$ cat src/rtl/operand_issue_stage_if.sv
// operand_issue_stage_if: decode, bypass, control and execute-slot signals of the operand issue stage
interface operand_issue_stage_if;
    logic        id_valid;
    logic [31:0] id_pc;
    logic [31:0] id_imm;
    logic [4:0]  id_rs1;
    logic [4:0]  id_rs2;
    logic [4:0]  id_rd;
    logic        id_use_rs1;
    logic        id_use_rs2;
    logic        id_rd_we;
    logic        id_is_load;
    logic [15:0] id_ctrl;
    logic [31:0] rf_rd1;
    logic [31:0] rf_rd2;
    logic [4:0]  mem_rd;
    logic        mem_we;
    logic [31:0] mem_wd;
    logic [4:0]  wb_rd;
    logic        wb_we;
    logic [31:0] wb_wd;
    logic        flush;
    logic        ex_hold;
    logic        ex_valid;
    logic        ex_rd_we;
    logic        ex_is_load;
    logic [31:0] ex_pc;
    logic [31:0] ex_op1;
    logic [31:0] ex_op2;
    logic [31:0] ex_imm;
    logic [4:0]  ex_rd;
    logic [15:0] ex_ctrl;
    logic        stall_id;
    logic [31:0] bubble_cnt;
    logic [31:0] flush_cnt;
    modport master (
        output id_valid, id_pc, id_imm, id_rs1, id_rs2, id_rd, id_use_rs1, id_use_rs2,
               id_rd_we, id_is_load, id_ctrl, rf_rd1, rf_rd2, mem_rd, mem_we, mem_wd,
               wb_rd, wb_we, wb_wd, flush, ex_hold,
        input  ex_valid, ex_rd_we, ex_is_load, ex_pc, ex_op1, ex_op2, ex_imm, ex_rd,
               ex_ctrl, stall_id, bubble_cnt, flush_cnt
    );
    modport slave (
        input  id_valid, id_pc, id_imm, id_rs1, id_rs2, id_rd, id_use_rs1, id_use_rs2,
               id_rd_we, id_is_load, id_ctrl, rf_rd1, rf_rd2, mem_rd, mem_we, mem_wd,
               wb_rd, wb_we, wb_wd, flush, ex_hold,
        output ex_valid, ex_rd_we, ex_is_load, ex_pc, ex_op1, ex_op2, ex_imm, ex_rd,
               ex_ctrl, stall_id, bubble_cnt, flush_cnt
    );
endinterface

$ cat src/rtl/operand_issue_stage.sv
// operand_issue_stage: bypassed operand select, load-use stall and execute-slot register with event counters
module operand_issue_stage (
    input logic                   clk,
    input logic                   rst,
    operand_issue_stage_if.slave  io
);
    logic        ex_valid_q, ex_rd_we_q, ex_is_load_q;
    logic [31:0] ex_pc_q, ex_op1_q, ex_op2_q, ex_imm_q;
    logic [4:0]  ex_rd_q;
    logic [15:0] ex_ctrl_q;
    logic [31:0] bubble_cnt_q, flush_cnt_q;
    logic [31:0] op1, op2;
    logic        load_use;
    // MEM is younger than WB, so its result shadows WB for the same register
    always_comb begin
        op1 = io.id_rs1 == 5'd0 ? 32'd0 :
              (io.mem_we && io.mem_rd == io.id_rs1) ? io.mem_wd :
              (io.wb_we && io.wb_rd == io.id_rs1) ? io.wb_wd : io.rf_rd1;
        op2 = io.id_rs2 == 5'd0 ? 32'd0 :
              (io.mem_we && io.mem_rd == io.id_rs2) ? io.mem_wd :
              (io.wb_we && io.wb_rd == io.id_rs2) ? io.wb_wd : io.rf_rd2;
        load_use = io.id_valid && ex_valid_q && ex_is_load_q && ex_rd_q != 5'd0 &&
                   ((io.id_use_rs1 && io.id_rs1 == ex_rd_q) ||
                    (io.id_use_rs2 && io.id_rs2 == ex_rd_q));
    end
    always_ff @(posedge clk) begin
        if (rst) begin
            ex_valid_q   <= 1'b0;
            ex_rd_we_q   <= 1'b0;
            ex_is_load_q <= 1'b0;
            ex_pc_q      <= '0;
            ex_op1_q     <= '0;
            ex_op2_q     <= '0;
            ex_imm_q     <= '0;
            ex_rd_q      <= '0;
            ex_ctrl_q    <= '0;
            bubble_cnt_q <= '0;
            flush_cnt_q  <= '0;
        end else if (io.flush) begin
            ex_valid_q   <= 1'b0;
            ex_rd_we_q   <= 1'b0;
            ex_is_load_q <= 1'b0;
            flush_cnt_q  <= flush_cnt_q + 32'd1;
        end else if (!io.ex_hold) begin
            if (load_use) begin
                ex_valid_q   <= 1'b0;
                ex_rd_we_q   <= 1'b0;
                ex_is_load_q <= 1'b0;
                bubble_cnt_q <= bubble_cnt_q + 32'd1;
            end else begin
                ex_valid_q   <= io.id_valid;
                ex_rd_we_q   <= io.id_rd_we && io.id_valid;
                ex_is_load_q <= io.id_is_load && io.id_valid;
                ex_pc_q      <= io.id_pc;
                ex_op1_q     <= op1;
                ex_op2_q     <= op2;
                ex_imm_q     <= io.id_imm;
                ex_rd_q      <= io.id_rd;
                ex_ctrl_q    <= io.id_ctrl;
            end
        end
    end
    assign io.stall_id   = (load_use || io.ex_hold) && !io.flush;
    assign io.ex_valid   = ex_valid_q;
    assign io.ex_rd_we   = ex_rd_we_q;
    assign io.ex_is_load = ex_is_load_q;
    assign io.ex_pc      = ex_pc_q;
    assign io.ex_op1     = ex_op1_q;
    assign io.ex_op2     = ex_op2_q;
    assign io.ex_imm     = ex_imm_q;
    assign io.ex_rd      = ex_rd_q;
    assign io.ex_ctrl    = ex_ctrl_q;
    assign io.bubble_cnt = bubble_cnt_q;
    assign io.flush_cnt  = flush_cnt_q;
endmodule
$ cat src/flat_wrapper.sv
// flat-port wrapper written by rule: the top's interface ports become plain ports
module operand_issue_stage_flat 
  (clk, rst, io_id_valid, io_id_pc, io_id_imm, io_id_rs1, io_id_rs2, io_id_rd, io_id_use_rs1, io_id_use_rs2, io_id_rd_we, io_id_is_load, io_id_ctrl, io_rf_rd1, io_rf_rd2, io_mem_rd, io_mem_we, io_mem_wd, io_wb_rd, io_wb_we, io_wb_wd, io_flush, io_ex_hold, io_ex_valid, io_ex_rd_we, io_ex_is_load, io_ex_pc, io_ex_op1, io_ex_op2, io_ex_imm, io_ex_rd, io_ex_ctrl, io_stall_id, io_bubble_cnt, io_flush_cnt);
  operand_issue_stage_if io_i ();
  input logic clk;
  input logic rst;
  input wire logic [$bits(io_i.id_valid)-1:0] io_id_valid;
  input wire logic [$bits(io_i.id_pc)-1:0] io_id_pc;
  input wire logic [$bits(io_i.id_imm)-1:0] io_id_imm;
  input wire logic [$bits(io_i.id_rs1)-1:0] io_id_rs1;
  input wire logic [$bits(io_i.id_rs2)-1:0] io_id_rs2;
  input wire logic [$bits(io_i.id_rd)-1:0] io_id_rd;
  input wire logic [$bits(io_i.id_use_rs1)-1:0] io_id_use_rs1;
  input wire logic [$bits(io_i.id_use_rs2)-1:0] io_id_use_rs2;
  input wire logic [$bits(io_i.id_rd_we)-1:0] io_id_rd_we;
  input wire logic [$bits(io_i.id_is_load)-1:0] io_id_is_load;
  input wire logic [$bits(io_i.id_ctrl)-1:0] io_id_ctrl;
  input wire logic [$bits(io_i.rf_rd1)-1:0] io_rf_rd1;
  input wire logic [$bits(io_i.rf_rd2)-1:0] io_rf_rd2;
  input wire logic [$bits(io_i.mem_rd)-1:0] io_mem_rd;
  input wire logic [$bits(io_i.mem_we)-1:0] io_mem_we;
  input wire logic [$bits(io_i.mem_wd)-1:0] io_mem_wd;
  input wire logic [$bits(io_i.wb_rd)-1:0] io_wb_rd;
  input wire logic [$bits(io_i.wb_we)-1:0] io_wb_we;
  input wire logic [$bits(io_i.wb_wd)-1:0] io_wb_wd;
  input wire logic [$bits(io_i.flush)-1:0] io_flush;
  input wire logic [$bits(io_i.ex_hold)-1:0] io_ex_hold;
  output wire logic [$bits(io_i.ex_valid)-1:0] io_ex_valid;
  output wire logic [$bits(io_i.ex_rd_we)-1:0] io_ex_rd_we;
  output wire logic [$bits(io_i.ex_is_load)-1:0] io_ex_is_load;
  output wire logic [$bits(io_i.ex_pc)-1:0] io_ex_pc;
  output wire logic [$bits(io_i.ex_op1)-1:0] io_ex_op1;
  output wire logic [$bits(io_i.ex_op2)-1:0] io_ex_op2;
  output wire logic [$bits(io_i.ex_imm)-1:0] io_ex_imm;
  output wire logic [$bits(io_i.ex_rd)-1:0] io_ex_rd;
  output wire logic [$bits(io_i.ex_ctrl)-1:0] io_ex_ctrl;
  output wire logic [$bits(io_i.stall_id)-1:0] io_stall_id;
  output wire logic [$bits(io_i.bubble_cnt)-1:0] io_bubble_cnt;
  output wire logic [$bits(io_i.flush_cnt)-1:0] io_flush_cnt;
  assign io_i.id_valid = io_id_valid;
  assign io_i.id_pc = io_id_pc;
  assign io_i.id_imm = io_id_imm;
  assign io_i.id_rs1 = io_id_rs1;
  assign io_i.id_rs2 = io_id_rs2;
  assign io_i.id_rd = io_id_rd;
  assign io_i.id_use_rs1 = io_id_use_rs1;
  assign io_i.id_use_rs2 = io_id_use_rs2;
  assign io_i.id_rd_we = io_id_rd_we;
  assign io_i.id_is_load = io_id_is_load;
  assign io_i.id_ctrl = io_id_ctrl;
  assign io_i.rf_rd1 = io_rf_rd1;
  assign io_i.rf_rd2 = io_rf_rd2;
  assign io_i.mem_rd = io_mem_rd;
  assign io_i.mem_we = io_mem_we;
  assign io_i.mem_wd = io_mem_wd;
  assign io_i.wb_rd = io_wb_rd;
  assign io_i.wb_we = io_wb_we;
  assign io_i.wb_wd = io_wb_wd;
  assign io_i.flush = io_flush;
  assign io_i.ex_hold = io_ex_hold;
  assign io_ex_valid = io_i.ex_valid;
  assign io_ex_rd_we = io_i.ex_rd_we;
  assign io_ex_is_load = io_i.ex_is_load;
  assign io_ex_pc = io_i.ex_pc;
  assign io_ex_op1 = io_i.ex_op1;
  assign io_ex_op2 = io_i.ex_op2;
  assign io_ex_imm = io_i.ex_imm;
  assign io_ex_rd = io_i.ex_rd;
  assign io_ex_ctrl = io_i.ex_ctrl;
  assign io_stall_id = io_i.stall_id;
  assign io_bubble_cnt = io_i.bubble_cnt;
  assign io_flush_cnt = io_i.flush_cnt;
  operand_issue_stage u_core (.clk(clk), .rst(rst), .io(io_i));
endmodule
$ cat config.mk
export PLATFORM = sky130hd
export DESIGN_NAME = operand_issue_stage_flat
export DESIGN_NICKNAME = d
export VERILOG_FILES = /design/src/rtl/operand_issue_stage_if.sv /design/src/rtl/operand_issue_stage.sv /design/src/flat_wrapper.sv
export SDC_FILE = /design/constraint.sdc
export NUM_CORES = 1
export LEC_CHECK = 0
export CELL_PAD_IN_SITES_DETAIL_PLACEMENT = 1
export CELL_PAD_IN_SITES_GLOBAL_PLACEMENT = 1
export CORE_MARGIN = 5
export CORE_UTILIZATION = 31
export CTS_CLUSTER_DIAMETER = 50
export CTS_CLUSTER_SIZE = 8
export DETAILED_ROUTE_END_ITERATION = 7
export GPL_TIMING_DRIVEN = 0
export MAX_ROUTING_LAYER = met4
export PLACE_DENSITY = 0.89
export SLEW_MARGIN = 20
export SYNTH_ARGS = -nofsm -noshare
export SYNTH_HDL_FRONTEND = slang
export SYNTH_SLANG_ARGS = --single-unit
export TNS_END_PERCENT = 5
$ cat constraint.sdc
create_clock -name clk -period 2.4 [get_ports clk]
set_input_delay 0.48 -clock clk [delete_from_list [all_inputs] [get_ports clk]]
set_output_delay 0.48 -clock clk [all_outputs]
set_load 0.02 [all_outputs]
==> results.cfg <==
[outcome]
status = finished with violations
violations = setup timing

[sta]
setup_ws_ns = -0.1504
slew-limit-headroom_pct = 51.05
hold_viol_final = 0
worst_slew_pin_slew_ns = 0.7342
fin_skew_ns = 0.01771
hold_ws_ns = 0.4557
post-route-min-period_ns = 2.550
fin_crit_sh_pct = 106.3
rsz0062_at_grt = yes
setup_viol = 19
slew_violations = 0
max_freq_ghz = 0.3921

[setup_path]
cp-start-kind = register
critPathLaunch = u_core.io.ex_rd[0]$_SDFFE_PP0P_
worstSetupPathType = register to primary output
slowest_delay_ns = 0.56
critPathCapture = io_stall_id
crit_path_cell_trace = or4_4, o2111ai_4, inv_4, a21oi_2, nor2_1, buf_4
slowest_stage = or4_4
r2r_slack_ns = -0.11
worstPathMaxFanout = 2
worst_setup_path_end_kind = primary output
cp.arrival_ns = 2.07
cp.required_ns = 1.92
r2r-start = u_core.io.ex_rd[0]$_SDFFE_PP0P_
r2r_end = u_core.io.ex_op2[26]$_SDFFE_PP0P_
ff2ff_path_depth = 8

[power_and_ir_drop]
pwr_density_cell_nw_per_um2 = 590.9
p_leak_uw = 0.006592
ir_drop_v = 0.0004512

[synthesis]
synth.avg_cell_area_sq_um = 8.495
synth_edf_count = 0
ys_warn_count = 0
synth_ff_type = dfxtp_1
synth_fp_nets = 1588
yosysSeqAreaShare_pct = 37.93
ys_async_sr_fraction_pct = 0
syn_inst = 1342
synth.distinct_cells = 48
synth-seq-cells = 216
syn_area_sq_um = 11400

[final_layout]
fin_area_sq_um = 18380
fillCellCount = 4174
final_cell_mix = clkdlybuf4s50_1, dfxtp_1, nand2_1
nNetsFinal = 2105
layout-drive-gt1-share_pct = 10.78
final_common_cell = clkdlybuf4s50_1
finalNonFillerCells = 2351
area_growth_pct = 61.19

[floorplan]
initial_core_util_pct = 31.29
rows = 70
io_pins = 461
core_sq_um = 36430
die_area_sq_um = 40710
dieHeight_microns = 201.8
die_w_microns = 201.8

[run]
maxCapViolCount = 0

[global_route]
antenna_found_initial = 6
grt_pass1_wl_microns = 84040
grt_max_degree = 11
track_usage_pct = 26.81
grt_pass1_vias = 13970
overflow = 0

[place]
dp_hpwl_microns = 42010
place_inst = 2271
dpl-instance-area_sq_um = 16610
io_buffers = 460
routabilityCongestion = 0.9191

[clocking]
cts_max_level = 2
clk_pin_slew_ns = 0.05
cts_tree = done
clk_latency_ns = 0.53
cts_inserted_buffers = 37
cts_sinks = 216
cts_root_buffer = clkbuf_16
cts.path.max_buffers = 3

[detailed_routing]
vias = 12760
ant_nets = 0
drt_wl_total_microns = 56010
drtIter0Drc = 647
vias_per_cell = 5.427
wire_per_inst_microns = 23.82
route.detailed.drc = 0
first_pass_iters = 5

[min_path]
worstHoldPathType = register to register
whs_path_depth = 2
cell usage after synthesis, types with 4 or more instances:
cell | number | area share (%)
dfxtp_1 | 216 | 38
nand2_1 | 193 | 6.4
clkbuf_1 | 97 | 3.2
mux2i_1 | 86 | 7.6
inv_1 | 74 | 2.4
and3_1 | 69 | 3.8
o31ai_1 | 66 | 4.3
nand3b_1 | 64 | 4.2
o32ai_1 | 64 | 4.9
nor2_1 | 59 | 1.9
a21boi_0 | 51 | 3.4
xnor2_1 | 38 | 2.9
nand4_1 | 25 | 1.4
nand3_1 | 21 | 0.92
nor4_1 | 21 | 1.2
xor2_1 | 20 | 1.5
or2_2 | 16 | 0.88
o311ai_0 | 15 | 1.2
o41ai_1 | 15 | 1.2
mux2_2 | 14 | 1.4
nor2b_1 | 14 | 0.77
a21boi_1 | 13 | 0.86
nor3_1 | 13 | 0.57
buf_2 | 12 | 0.53
and4_1 | 9 | 0.69
and2_1 | 7 | 0.38
a21oi_1 | 6 | 0.26
buf_6 | 6 | 0.59
nor4_2 | 4 | 0.44
or4_1 | 4 | 0.26
stage by stage:
step,util (%),setup TNS (ns),setup slack (ns),power (uW)
floorplan,-,0,0.1918,4654
global placement,45.53,-180.90,-1.530,5603
detailed placement,45.58,-185.95,-1.505,5659
CTS,49.76,-0.5054,-0.2022,10900
global route,50.41,-3.864,-0.2576,11230
finish,50.43,-0.6730,-0.1504,10860
power by group:
part	switching [uW]	internal (uW)	total (uW)
clock network	1850	3290	5140
logic	979	921	1900
registers	90.6	3730	3820
final cells by class:
type	count	area [sq um]	share of cell area, %
antenna	9	22.52	0.1226
buffer	118	559.3	3.044
clock buffer	47	1025	5.577
clock inverter	7	128.9	0.7014
inverter	76	287.8	1.566
multi-input combinational	930	6651	36.20
sequential	216	4338	23.61
tap	468	585.6	3.187
timing repair buffer	480	4777	26.00
worst min path at each step:
stage,startpoint,end
floorplan,u_core.io.ex_op1[0]$_SDFFE_PP0P_,u_core.io.ex_op1[0]$_SDFFE_PP0P_
global placement,u_core.io.ex_op1[14]$_SDFFE_PP0P_,u_core.io.ex_op1[14]$_SDFFE_PP0P_
detailed placement,u_core.io.ex_op2[22]$_SDFFE_PP0P_,u_core.io.ex_op2[22]$_SDFFE_PP0P_
CTS,u_core.io.ex_op1[7]$_SDFFE_PP0P_,u_core.io.ex_op1[7]$_SDFFE_PP0P_
global route,u_core.io.ex_ctrl[1]$_SDFFE_PP0P_,u_core.io.ex_ctrl[1]$_SDFFE_PP0P_
finish,u_core.io.ex_op1[7]$_SDFFE_PP0P_,u_core.io.ex_op1[7]$_SDFFE_PP0P_
cell families after synthesis:
logic type / synth area share [%]
AND/OR/NAND/NOR: 23.97
AO/OA/AOI/OAI: 17.41
XOR/XNOR: 4.456
buffers and inverters: 7.079
adder cells (fa/ha/maj): 0.2195
multiplexers: 8.934
flip-flops: 37.93
routing by layer:
| layer | track usage [%] | share of wire, % | vias up |
|---|---|---|---|
| met5 | - | 0 | - |
| met3 | 7.655 | 7.8 | 143 |
| met4 | 10.82 | 4.4 | 0 |
| li1 | - | - | 5857 |
| met1 | 28.87 | 38 | 6226 |
| met2 | 46.54 | 50 | 534 |
critical path: cells and delay by family, from the launching register on:
| kind | cells | cell delay, ns |
|---|---|---|
| buffers and inverters | 2 | 0.22 |
| AO/OA/AOI/OAI | 2 | 0.35 |
| AND/OR/NAND/NOR | 2 | 0.61 |
| flip-flops | 1 | 0.35 |
timing repair:
item                                    CTS  global route
hold endpoints to repair                  0             0
cloned                                    0             0
buffers inserted                         18             1
resized for setup                        70            40
pin swaps                                13             2
endpoints found under the setup margin  186           106
hold buffers                              0             0
registers in the layout, summed over array words and instances (netlist names):
| name | count |
|---|---|
| u_core.io.bubble_cnt | 32 |
| u_core.io.ex_imm | 32 |
| u_core.io.ex_op1 | 32 |
| u_core.io.ex_op2 | 32 |
| u_core.io.ex_pc | 32 |
| u_core.io.flush_cnt | 32 |
| u_core.io.ex_ctrl | 16 |
| u_core.io.ex_rd | 5 |
| u_core.io.ex_is_load | 1 |
| u_core.io.ex_rd_we | 1 |
| u_core.io.ex_valid | 1 |
No activity file was read; power rests on OpenSTA's default activity.
